$ cat src/rtl/controlador_cajero_pkg.sv
// Shared types and helpers for the ATM session controller.
// Latency: none (types, constants and a combinational helper only).
// Backpressure: not applicable.
package controlador_pkg;

    typedef enum logic [2:0] {
        ESPERA_TARJETA,
        INGRESO_PIN,
        VERIFICA_PIN,
        ESPERA_MONTO,
        FIN_SESION,
        BLOQUEADO
    } estado_t;

    // Transaction codes carried on tipo_transaccion
    localparam logic DEPOSITO = 1'b0;
    localparam logic RETIRO   = 1'b1;

    // Widest operand the saturating adder handles; callers pass their real width
    localparam int ANCHO_MAX = 128;

    // Unsigned add of two ancho-bit values, clamped to all-ones of that width
    function automatic logic [ANCHO_MAX-1:0] suma_saturada(
        input logic [ANCHO_MAX-1:0] a,
        input logic [ANCHO_MAX-1:0] b,
        input int unsigned          ancho
    );
        logic [ANCHO_MAX:0]   s;
        logic [ANCHO_MAX-1:0] tope;
        tope = {ANCHO_MAX{1'b1}} >> (ANCHO_MAX - ancho);
        s    = {1'b0, a} + {1'b0, b};
        if (s > {1'b0, tope})
            return tope;
        else
            return s[ANCHO_MAX-1:0];
    endfunction

endpackage

$ cat src/rtl/controlador_cajero_if.sv
// Card, keypad, amount and result signals of one ATM controller.
// Latency: none (wiring only).
// Backpressure: none; strobes are single-cycle and never stalled.
interface controlador_cajero_if #(
    parameter int PIN_DIGITS = 4,
    parameter int BAL_W      = 64,
    parameter int MONTO_W    = 32
);
    logic                    tarjeta_recibida;
    logic                    tipo_tarjeta;
    logic [4*PIN_DIGITS-1:0] pin;
    logic [3:0]              digito;
    logic                    digito_stb;
    logic                    tipo_transaccion;
    logic [MONTO_W-1:0]      monto;
    logic                    monto_stb;
    logic [BAL_W-1:0]        balance;
    logic                    balance_actualizado;
    logic                    entregar_dinero;
    logic                    fondos_insuficientes;
    logic                    pin_incorrecto;
    logic                    advertencia;
    logic                    bloqueo;
    logic                    comision;

    modport master (
        output tarjeta_recibida, tipo_tarjeta, pin, digito, digito_stb,
               tipo_transaccion, monto, monto_stb,
        input  balance, balance_actualizado, entregar_dinero, fondos_insuficientes,
               pin_incorrecto, advertencia, bloqueo, comision
    );

    modport slave (
        input  tarjeta_recibida, tipo_tarjeta, pin, digito, digito_stb,
               tipo_transaccion, monto, monto_stb,
        output balance, balance_actualizado, entregar_dinero, fondos_insuficientes,
               pin_incorrecto, advertencia, bloqueo, comision
    );

endinterface

$ cat src/rtl/controlador_cajero_registro_pin.sv
// Shift buffer collecting entered PIN digits, MSD first, with a digit counter.
// Latency: digit stored on the edge its enable is sampled; done is combinational on that cycle.
// Backpressure: none; clr has priority over en.
module registro_pin #(
    parameter int PIN_DIGITS = 4
) (
    input  logic                    clk,
    input  logic                    rst,
    input  logic                    clr,
    input  logic                    en,
    input  logic [3:0]              digito,
    output logic [4*PIN_DIGITS-1:0] buffer,
    output logic                    done
);

    localparam int CW = $clog2(PIN_DIGITS + 1);

    logic [CW-1:0] cuenta;

    // Shift the new digit in at the LSB end and count it; clear wipes both
    always_ff @(posedge clk or posedge rst) begin
        if (rst) begin
            buffer <= '0;
            cuenta <= '0;
        end else if (clr) begin
            buffer <= '0;
            cuenta <= '0;
        end else if (en) begin
            buffer <= (4*PIN_DIGITS)'({buffer, digito});
            cuenta <= cuenta + CW'(1);
        end
    end

    // High while the digit being captured is the last one of the PIN
    always_comb begin
        done = en && !clr && (cuenta == CW'(PIN_DIGITS - 1));
    end

endmodule

$ cat src/rtl/controlador_cajero.sv
// ATM session controller: PIN check with retry lockout, one deposit/withdrawal per card.
// Latency: PIN verdict one edge after the last digit; transaction results on the monto_stb edge.
// Backpressure: none; strobes outside their state are dropped. Fee feature: COMISION_EN.
module controlador_cajero
    import controlador_pkg::*;
#(
    parameter int                PIN_DIGITS = 4,
    parameter int                MAX_TRIES  = 3,
    parameter int                BAL_W      = 64,
    parameter int                MONTO_W    = 32,
    parameter logic [BAL_W-1:0]  BAL_INIT   = 5000,
    parameter int unsigned       FEE        = 10
) (
    input  logic                 clk,
    input  logic                 rst,
    controlador_cajero_if.slave  bus
);

    localparam int FW = $clog2(MAX_TRIES + 1);

    estado_t                 estado, estado_n;
    logic [BAL_W-1:0]        balance_q, balance_n;
    logic                    act_q, act_n;
    logic                    ent_q, ent_n;
    logic                    fondos_q, fondos_n;
    logic                    pinc_q, pinc_n;
    logic                    adv_q, adv_n;
    logic                    bloq_q, bloq_n;
    logic                    com_q, com_n;
    logic [FW-1:0]           fallos, fallos_n, fallos_inc;
    logic                    buf_clr, buf_en, pin_done;
    logic [4*PIN_DIGITS-1:0] buffer;
    logic [BAL_W:0]          total;
    logic [BAL_W-1:0]        balance_dep;
    logic                    aborta;

    // Digits only count while collecting a PIN with the card still present,
    // so a removal on the last digit never triggers a check
    assign buf_en = (estado == INGRESO_PIN) && bus.digito_stb && bus.tarjeta_recibida;

    registro_pin #(.PIN_DIGITS(PIN_DIGITS)) u_registro_pin (
        .clk    (clk),
        .rst    (rst),
        .clr    (buf_clr),
        .en     (buf_en),
        .digito (bus.digito),
        .buffer (buffer),
        .done   (pin_done)
    );

`ifdef COMISION_EN
    // Withdrawal debit including the other-bank fee, one bit wider than the balance
    assign total = (BAL_W+1)'(bus.monto) + (com_q ? (BAL_W+1)'(FEE) : '0);
`else
    assign total = (BAL_W+1)'(bus.monto);
    wire unused_ok = &{1'b0, bus.tipo_tarjeta, FEE[0]};
`endif

    assign balance_dep = BAL_W'(suma_saturada(ANCHO_MAX'(balance_q), ANCHO_MAX'(bus.monto), BAL_W));
    assign fallos_inc  = fallos + FW'(1);

    // Card pulled while a session is in progress abandons it
    assign aborta = !bus.tarjeta_recibida &&
                    ((estado == INGRESO_PIN) || (estado == VERIFICA_PIN) || (estado == ESPERA_MONTO));

    // Next-state and next-output logic for the session FSM
    always_comb begin
        estado_n  = estado;
        balance_n = balance_q;
        act_n     = 1'b0;
        ent_n     = 1'b0;
        fondos_n  = 1'b0;
        pinc_n    = 1'b0;
        adv_n     = adv_q;
        bloq_n    = bloq_q;
        com_n     = com_q;
        fallos_n  = fallos;
        buf_clr   = 1'b0;

        if (aborta) begin
            // Failure count and advertencia survive so reinsertion cannot reset attempts
            estado_n = ESPERA_TARJETA;
            buf_clr  = 1'b1;
            com_n    = 1'b0;
        end else begin
            case (estado)
                ESPERA_TARJETA: begin
                    if (bus.tarjeta_recibida) begin
                        estado_n = INGRESO_PIN;
                        buf_clr  = 1'b1;
`ifdef COMISION_EN
                        com_n    = bus.tipo_tarjeta;
`endif
                    end
                end
                INGRESO_PIN: begin
                    if (pin_done)
                        estado_n = VERIFICA_PIN;
                end
                VERIFICA_PIN: begin
                    if (buffer == bus.pin) begin
                        fallos_n = '0;
                        adv_n    = 1'b0;
                        estado_n = ESPERA_MONTO;
                    end else begin
                        pinc_n   = 1'b1;
                        fallos_n = fallos_inc;
                        if (fallos_inc == FW'(MAX_TRIES)) begin
                            bloq_n   = 1'b1;
                            estado_n = BLOQUEADO;
                        end else begin
                            if (fallos_inc == FW'(MAX_TRIES - 1))
                                adv_n = 1'b1;
                            buf_clr  = 1'b1;
                            estado_n = INGRESO_PIN;
                        end
                    end
                end
                ESPERA_MONTO: begin
                    if (bus.monto_stb) begin
                        estado_n = FIN_SESION;
                        if (bus.tipo_transaccion == DEPOSITO) begin
                            balance_n = balance_dep;
                            act_n     = 1'b1;
                        end else if (total <= {1'b0, balance_q}) begin
                            balance_n = balance_q - total[BAL_W-1:0];
                            ent_n     = 1'b1;
                            act_n     = 1'b1;
                        end else begin
                            fondos_n  = 1'b1;
                        end
                    end
                end
                FIN_SESION: begin
                    if (!bus.tarjeta_recibida) begin
                        estado_n = ESPERA_TARJETA;
                        com_n    = 1'b0;
                    end
                end
                BLOQUEADO: begin
                    estado_n = BLOQUEADO;
                end
                default: begin
                    estado_n = ESPERA_TARJETA;
                end
            endcase
        end
    end

    // State, balance and every output are registered here
    always_ff @(posedge clk or posedge rst) begin
        if (rst) begin
            estado    <= ESPERA_TARJETA;
            balance_q <= BAL_INIT;
            act_q     <= 1'b0;
            ent_q     <= 1'b0;
            fondos_q  <= 1'b0;
            pinc_q    <= 1'b0;
            adv_q     <= 1'b0;
            bloq_q    <= 1'b0;
            com_q     <= 1'b0;
            fallos    <= '0;
        end else begin
            estado    <= estado_n;
            balance_q <= balance_n;
            act_q     <= act_n;
            ent_q     <= ent_n;
            fondos_q  <= fondos_n;
            pinc_q    <= pinc_n;
            adv_q     <= adv_n;
            bloq_q    <= bloq_n;
            com_q     <= com_n;
            fallos    <= fallos_n;
        end
    end

    assign bus.balance              = balance_q;
    assign bus.balance_actualizado  = act_q;
    assign bus.entregar_dinero      = ent_q;
    assign bus.fondos_insuficientes = fondos_q;
    assign bus.pin_incorrecto       = pinc_q;
    assign bus.advertencia          = adv_q;
    assign bus.bloqueo              = bloq_q;
    assign bus.comision             = com_q;

endmodule

$ cat src/flat_wrapper.sv
// flat-port wrapper written by rule: the top's interface ports become plain ports
module controlador_cajero_flat import controlador_pkg::*;
#(
    parameter int                PIN_DIGITS = 4,
    parameter int                MAX_TRIES  = 3,
    parameter int                BAL_W      = 64,
    parameter int                MONTO_W    = 32,
    parameter logic [BAL_W-1:0]  BAL_INIT   = 5000,
    parameter int unsigned       FEE        = 10
)
  (clk, rst, bus_tarjeta_recibida, bus_tipo_tarjeta, bus_pin, bus_digito, bus_digito_stb, bus_tipo_transaccion, bus_monto, bus_monto_stb, bus_balance, bus_balance_actualizado, bus_entregar_dinero, bus_fondos_insuficientes, bus_pin_incorrecto, bus_advertencia, bus_bloqueo, bus_comision);
  controlador_cajero_if #(.PIN_DIGITS(PIN_DIGITS), .BAL_W(BAL_W), .MONTO_W(MONTO_W)) bus_i ();
  input  logic clk;
  input  logic rst;
  input wire logic [$bits(bus_i.tarjeta_recibida)-1:0] bus_tarjeta_recibida;
  input wire logic [$bits(bus_i.tipo_tarjeta)-1:0] bus_tipo_tarjeta;
  input wire logic [$bits(bus_i.pin)-1:0] bus_pin;
  input wire logic [$bits(bus_i.digito)-1:0] bus_digito;
  input wire logic [$bits(bus_i.digito_stb)-1:0] bus_digito_stb;
  input wire logic [$bits(bus_i.tipo_transaccion)-1:0] bus_tipo_transaccion;
  input wire logic [$bits(bus_i.monto)-1:0] bus_monto;
  input wire logic [$bits(bus_i.monto_stb)-1:0] bus_monto_stb;
  output wire logic [$bits(bus_i.balance)-1:0] bus_balance;
  output wire logic [$bits(bus_i.balance_actualizado)-1:0] bus_balance_actualizado;
  output wire logic [$bits(bus_i.entregar_dinero)-1:0] bus_entregar_dinero;
  output wire logic [$bits(bus_i.fondos_insuficientes)-1:0] bus_fondos_insuficientes;
  output wire logic [$bits(bus_i.pin_incorrecto)-1:0] bus_pin_incorrecto;
  output wire logic [$bits(bus_i.advertencia)-1:0] bus_advertencia;
  output wire logic [$bits(bus_i.bloqueo)-1:0] bus_bloqueo;
  output wire logic [$bits(bus_i.comision)-1:0] bus_comision;
  assign bus_i.tarjeta_recibida = bus_tarjeta_recibida;
  assign bus_i.tipo_tarjeta = bus_tipo_tarjeta;
  assign bus_i.pin = bus_pin;
  assign bus_i.digito = bus_digito;
  assign bus_i.digito_stb = bus_digito_stb;
  assign bus_i.tipo_transaccion = bus_tipo_transaccion;
  assign bus_i.monto = bus_monto;
  assign bus_i.monto_stb = bus_monto_stb;
  assign bus_balance = bus_i.balance;
  assign bus_balance_actualizado = bus_i.balance_actualizado;
  assign bus_entregar_dinero = bus_i.entregar_dinero;
  assign bus_fondos_insuficientes = bus_i.fondos_insuficientes;
  assign bus_pin_incorrecto = bus_i.pin_incorrecto;
  assign bus_advertencia = bus_i.advertencia;
  assign bus_bloqueo = bus_i.bloqueo;
  assign bus_comision = bus_i.comision;
  controlador_cajero #(.PIN_DIGITS(PIN_DIGITS), .MAX_TRIES(MAX_TRIES), .BAL_W(BAL_W), .MONTO_W(MONTO_W), .BAL_INIT(BAL_INIT), .FEE(FEE)) u_core (.clk(clk), .rst(rst), .bus(bus_i));
endmodule
$ cat config.mk
export PLATFORM = sky130hd
export DESIGN_NAME = controlador_cajero_flat
export DESIGN_NICKNAME = d
export VERILOG_FILES = /design/src/rtl/controlador_cajero_pkg.sv /design/src/rtl/controlador_cajero_if.sv /design/src/rtl/controlador_cajero_registro_pin.sv /design/src/rtl/controlador_cajero.sv /design/src/flat_wrapper.sv
export SDC_FILE = /design/constraint.sdc
export NUM_CORES = 1
export LEC_CHECK = 0
export BUFFER_PORTS_ARGS = -buffer_cell sky130_fd_sc_hd__buf_2
export CORE_ASPECT_RATIO = 0.5
export CORE_MARGIN = 2
export CORE_UTILIZATION = 60
export CTS_BUF_LIST = sky130_fd_sc_hd__clkbuf_4
export CTS_CLUSTER_SIZE = 12
export DETAILED_ROUTE_END_ITERATION = 16
export PLACE_DENSITY = 0.82
export SYNTH_ARGS = -nofsm -noshare
export SYNTH_HDL_FRONTEND = slang
export SYNTH_SLANG_ARGS = --single-unit
$ cat constraint.sdc
create_clock -name clk -period 5.3 [get_ports clk]
set_input_delay 0.265 -clock clk [delete_from_list [all_inputs] [get_ports clk]]
set_output_delay 0.265 -clock clk [all_outputs]
set_load 0.005 [all_outputs]
# After elaboration in Yosys (flattened, before gate mapping)
# Index checks and enable logic that the tools add are counted.
# word_totals
word_cells,99
register_bits,95
out_inout_bits,71
# classes
mux,44
magnitude_cmp,2
n_bitwise,2
n_reduce_logical,19
eq_ne,16
n_addsub,4
# ops
operator,n
$mux 64,3
$add 64x32->65,1
$gt 65x64->1 const B,1
$le 32x64->1,1
$sub 64x32->64,1
$mux 16,2
$mux 1,27
$mux 3,9
$pmux 3 s6,1
$eq 16x16->1,1
$reduce_and 4->1,4
$eq 3x2->1 const B,3
$ne 3x2->1 const B,3
$eq 3x3->1 const B,2
$ne 2x1->1 const B,3
$reduce_bool 2->1,3
$logic_and 1x1->1,5
$eq 2x2->1 const B,2
$reduce_and 2->1,2
$add 3x1->3 const B,1
$eq 3x1->1 const B,1
$logic_not 3->1,1
$ne 3x1->1 const B,1
$add 2x1->2 const B,1
other kinds (5),8

# Logic depth before layout (Yosys ltp)
# logic_depth
word_depth,12
mapped_depth,14
mapped_depth_nobuf,13

# By module
# A second synthesis with hierarchy kept.
# hier_totals
cells_unflattened,1273
hier_area_um2,9704.3
# modules_own_cells
mod,seq_area_each_um2,instances,cells_per_inst,area_each_um2
controlador_cajero,1883.1,1,1206,8901.0
registro_pin,475.5,1,67,803.3

# Least setup slack after synthesis
# OpenSTA, ideal clock, no wires.
# synth_path
path_type,reg2reg
startpoint,register u_core.balance_q[7] (netlist: u_core.bus.balance[7])
endpoint,register u_core.balance_q[49] (netlist: u_core.bus.balance[49])
t_required_ps,5235
path_buffers,1
slack_ps,1932
path_stages_with_launch,12
synth_period_minus_slack_ps,3368
arrival_time_ps,3303
path_cell_list,dfstp_2 > ha_1 > clkbuf_1 > or3_1 > or2_2 > a21oi_1 > a22oi_1 > a21oi_1 > o2111ai_1 > or3_1 > a2111oi_0 > a21o_1
# synth_via
elab_chain_len,4
elab_cells_between_ends,9
# synth_lines
element,line,rtl
start: declaration,controlador_cajero.sv:22,"logic [BAL_W-1:0] balance_q, balance_n;"
start signal: assignment,controlador_cajero.sv:165,balance_q <= balance_n;
$add 64x32->65,controlador_cajero_pkg.sv:31,"s = {1'b0, a} + {1'b0, b};"
$gt 65x64->1,controlador_cajero_pkg.sv:32,"if (s > {1'b0, tope})"
$mux 64,controlador_cajero_pkg.sv:32,
$mux 64,controlador_cajero.sv:122,if (bus.tipo_transaccion == DEPOSITO) begin
# Parallel ways exist; a longest one is shown, timed or not. The select of a mux whose other input is x is not followed.
# A chain may end at the register's enable or synchronous reset.

# Worst setup path in the final report
# layout_path
startpoint,register u_core.balance_q[11] (netlist: u_core.bus.balance[11])
endpoint,register u_core.balance_q[57] (netlist: u_core.bus.balance[57])
# Same word-level chain as after synthesis.

==> out/metrics.yaml <==
status:
  status: "finished clean"
synthesis:
  synth-xor-area-share_pct: 2.439
  synth_edf_count: 0
  synthCells: 1276
  ys_seq_elements: 94
  synth_area_sq_um: 9696
  yosysTopAreaCell: "dfrtp_1"
  yosys_warnings: 0
  synthSimpleGateAreaFrac_pct: 23.09
  syn_nets: 1405
  ys.flop_type: "dfrtp_1"
  synth_top_family_by_area: "compound AO/OA/AOI/OAI gates"
  synth_compound_gate_area_share_pct: 32.12
  synth_cell_types: 80
  synth.yosys.seq_area_share_pct: 24.33
  synth_mux_area_share_pct: 1.587
  ys_async_sr_fraction_pct: 100.0
  synth_top_area_share_pct: 22.97
  synth_fa_ha_area_share_pct: 9.188
  yosys-top-cells-area: "dfrtp_1, ha_1, a21oi_1"
  postSynthAreaPerCell_sq_um: 7.598
die:
  row_count: 32
  initial_core_util_pct: 62.09
  die_x_um: 183.8
  die_area_sq_um: 17250
  core_sq_um: 15620
  dieHeight_um: 93.89
  io_pins: 130
clock_tree:
  ctsLongestPathBuffers: 2
  cts_tree: "done"
  clock_latency_ns: 0.54
  cts_resized: 0
  cts_buffers: 9
  cts_setup_buffers: 0
  htree_levels: 3
  root_buffer: "clkbuf_4"
  clkTransAtPathRegs_ns: 0.17
  cts_hold_buf: 5
  cts_sinks: 94
global_route:
  overflow: 0
  antenna_found_initial: 0
  grt_pass1_vias: 9876
  grt_max_degree: 70
  grtUsageTotal_pct: 38.00
  grt_pass1_wl_um: 51940
worst_setup_path:
  path_buf_inv: 1
  startpoint_type: "flop"
  cp_max_fo: 54
  path_delay_family: "simple AND/OR/NAND/NOR gates"
  crit_type: "reg2reg"
  cp_slowest_cell: "and3_2"
  endpoint_kind: "flop"
  crit_path_cell_trace: "ha_1 > inv_1 > a21oi_1 > o31ai_1 > a311o_1 > o2111ai_1 > and3_2 > nand2_1 > nor3_1 > a211oi_1"
  worstPathRequired_ns: 5.70
  cpPeakStageDelay_ns: 1.12
  crit_arrival_ns: 4.86
route:
  drt-pass1-iter-count: 8
  wl_per_cell_um: 21.23
  vias_per_cell: 6.996
  drt.antenna.violating_nets: 0
  wl_um: 32970
  route.vias.total: 10865
  drc: 0
  first_iter_violations: 1523
run:
  max_cap_viol_count: 0
place:
  place_area_sq_um: 10310
  dp_hpwl_um: 23670
  port_buffers: 127
  gp_congestion: 0.9482
layout:
  layout-drive-gt1-share_pct: 13.94
  synthToLayoutAreaGrowth_pct: 8.491
  final_area_sq_um: 10520
  nNetsFinal: 1473
  num_antenna_cells: 0
  utilization_pct: 67.36
timing:
  setup_tns_ns: 0
  skew_ns: 0.03259
  slew_headroom_pct: 15.26
  post-route-period-util_pct: 84.14
  drv_slew: 0
  worstMarginPinSlew_ns: 1.271
  hold_violations: 0
  setup_viol: 0
  min_period_ns: 4.459
  rsz0062_at_grt: "no"
  fmax_mhz: 224.2
power:
  ir_worst_vdd_v: 0.0002592
  power_density_nw_per_um2: 458.8
  leakage_nw: 4.663
hold_path:
  hold_path_class: "in2reg"
-- sequential cells by signal, indices dropped and copies added (netlist names) --
| register | cells |
|---|---|
| u_core.u_registro_pin.buffer | 16 |
| u_core.bus.bloqueo | 1 |
| u_core.fallos | 2 |
| u_core.bus.fondos_insuficientes | 1 |
| u_core.bus.balance | 64 |
| u_core.bus.pin_incorrecto | 1 |
| u_core.bus.entregar_dinero | 1 |
| u_core.estado | 3 |
| u_core.u_registro_pin.cuenta | 3 |
| u_core.bus.balance_actualizado | 1 |
| u_core.bus.advertencia | 1 |
-- layout by cell type, fill, tap and decap left out, drive strengths merged, types with 13 or more instances in the layout --
cell / synthesis / final
or2: 13 / 13
nor2b: 24 / 24
inv: 88 / 91
nand2b: 13 / 13
nand4: 27 / 27
and3: 18 / 18
o21a: 16 / 16
nand3: 36 / 36
a22o: 19 / 19
or3: 19 / 19
a21oi: 92 / 92
nor3: 45 / 45
buf: 20 / 138
o21ai: 83 / 83
a211oi: 23 / 23
xnor2: 24 / 24
nor4: 29 / 29
o31ai: 21 / 21
a31oi: 36 / 36
nand2: 105 / 105
ha: 68 / 68
dfrtp: 89 / 89
nor2: 87 / 87
a21o: 18 / 18
o211ai: 24 / 24
-- metrics by stage --
step	worst slack, ns	hold slack (ns)	total power, mW	cells
final	0.8405	0.08454	4.826	1553
after global routing	0.5729	0.09484	5.163	1553
after CTS	0.9425	0.07147	4.719	1553
after detailed placement	0.9835	0.3089	4.218	1532
after global placement	1.022	0.2820	4.141	1532
after floorplan	1.932	0.4049	3.351	1276
-- where the power goes --
group	internal, mW	leakage (nW)	switching (mW)
Combinational	1.15	3.36	1.92
Sequential	0.935	1.22	0.342
Clock	0.193	0.0864	0.295
Total	2.27	4.66	2.55
-- final timing paths --
| path | cells past startpoint | endpoint | slack (ns) | startpoint |
|---|---|---|---|---|
| setup / recovery | 10 | u_core.bus.balance[57] | 0.84 | u_core.bus.balance[11] |
| hold / removal | 3 | u_core.estado[2] | 0.08 | bus_tarjeta_recibida |
| setup reg to reg | 10 | u_core.bus.balance[57] | 0.84 | u_core.bus.balance[11] |
| hold reg to reg | 1 | u_core.bus.bloqueo | 0.48 | u_core.bus.bloqueo |
| max in group asynchronous | 4 | u_core.u_registro_pin.buffer[8] | 3.80 | rst |
| min in group asynchronous | 3 | u_core.bus.balance[25] | 0.26 | rst |
-- cells by family (layout without fill, tap and decap cells) --
logic type	count (synthesis)	count (layout)
AOI/OAI and AO/OA	453	453
xor gates and xnor gates	27	27
adders and majority gates	70	70
buffers and inverters	175	248
DFF	94	94
muxes	15	15
other	1	1
and+or+nand+nor	441	441
-- routing by layer --
| metal | share of wire, % | global-route usage, % | vias to the layer above |
|---|---|---|---|
| li1 | - | - | 4927 |
| met1 | 41 | 51.87 | 5101 |
| met2 | 45 | 61.07 | 732 |
| met3 | 12 | 7.209 | 105 |
| met4 | 2.6 | 12.20 | 0 |
| met5 | 0 | 0 | - |
-- worst register-to-register path: cells and delay by family (launching register included) --
kind	cells	cell delay [ns]
AO/OA/AOI/OAI	5	1.33
buffers and inverters	1	0.14
AND/OR/NAND/NOR	3	1.96
adder cells (fa/ha/maj)	1	0.46
flip-flops	1	0.45
-- cell usage after synthesis (7+ instances only) --
master,count
nand2_1,105
a21oi_1,92
dfrtp_1,89
inv_1,87
nor2_1,87
o21ai_0,79
ha_1,68
clkbuf_1,66
nor3_1,45
a31oi_1,36
nand3_1,36
nor4_1,27
nand4_1,26
nor2b_1,24
xnor2_1,24
o211ai_1,23
a211oi_1,21
o31ai_1,21
a22o_1,19
or3_1,19
a21o_1,18
and3_1,18
o21a_1,16
nand2b_1,13
mux2i_1,12
or2_2,12
a221oi_1,11
o21bai_1,11
a211o_1,10
o2111ai_1,8
o221ai_1,8
a2111oi_0,7
a221o_1,7
buf_2,7
or4_1,7
-- area by class of cell --
class | count | area, sq um
Timing Repair Buffer | 143 | 768.2
Fill cell | 1363 | 5096
Inverter | 89 | 336.6
Sequential cell | 94 | 2359
Tap cell | 204 | 255.2
Multi-Input combinational cell | 1007 | 6639
Clock inverter | 7 | 93.84
Clock buffer | 9 | 67.56
Note: power is estimated with default switching activity, not from simulation.
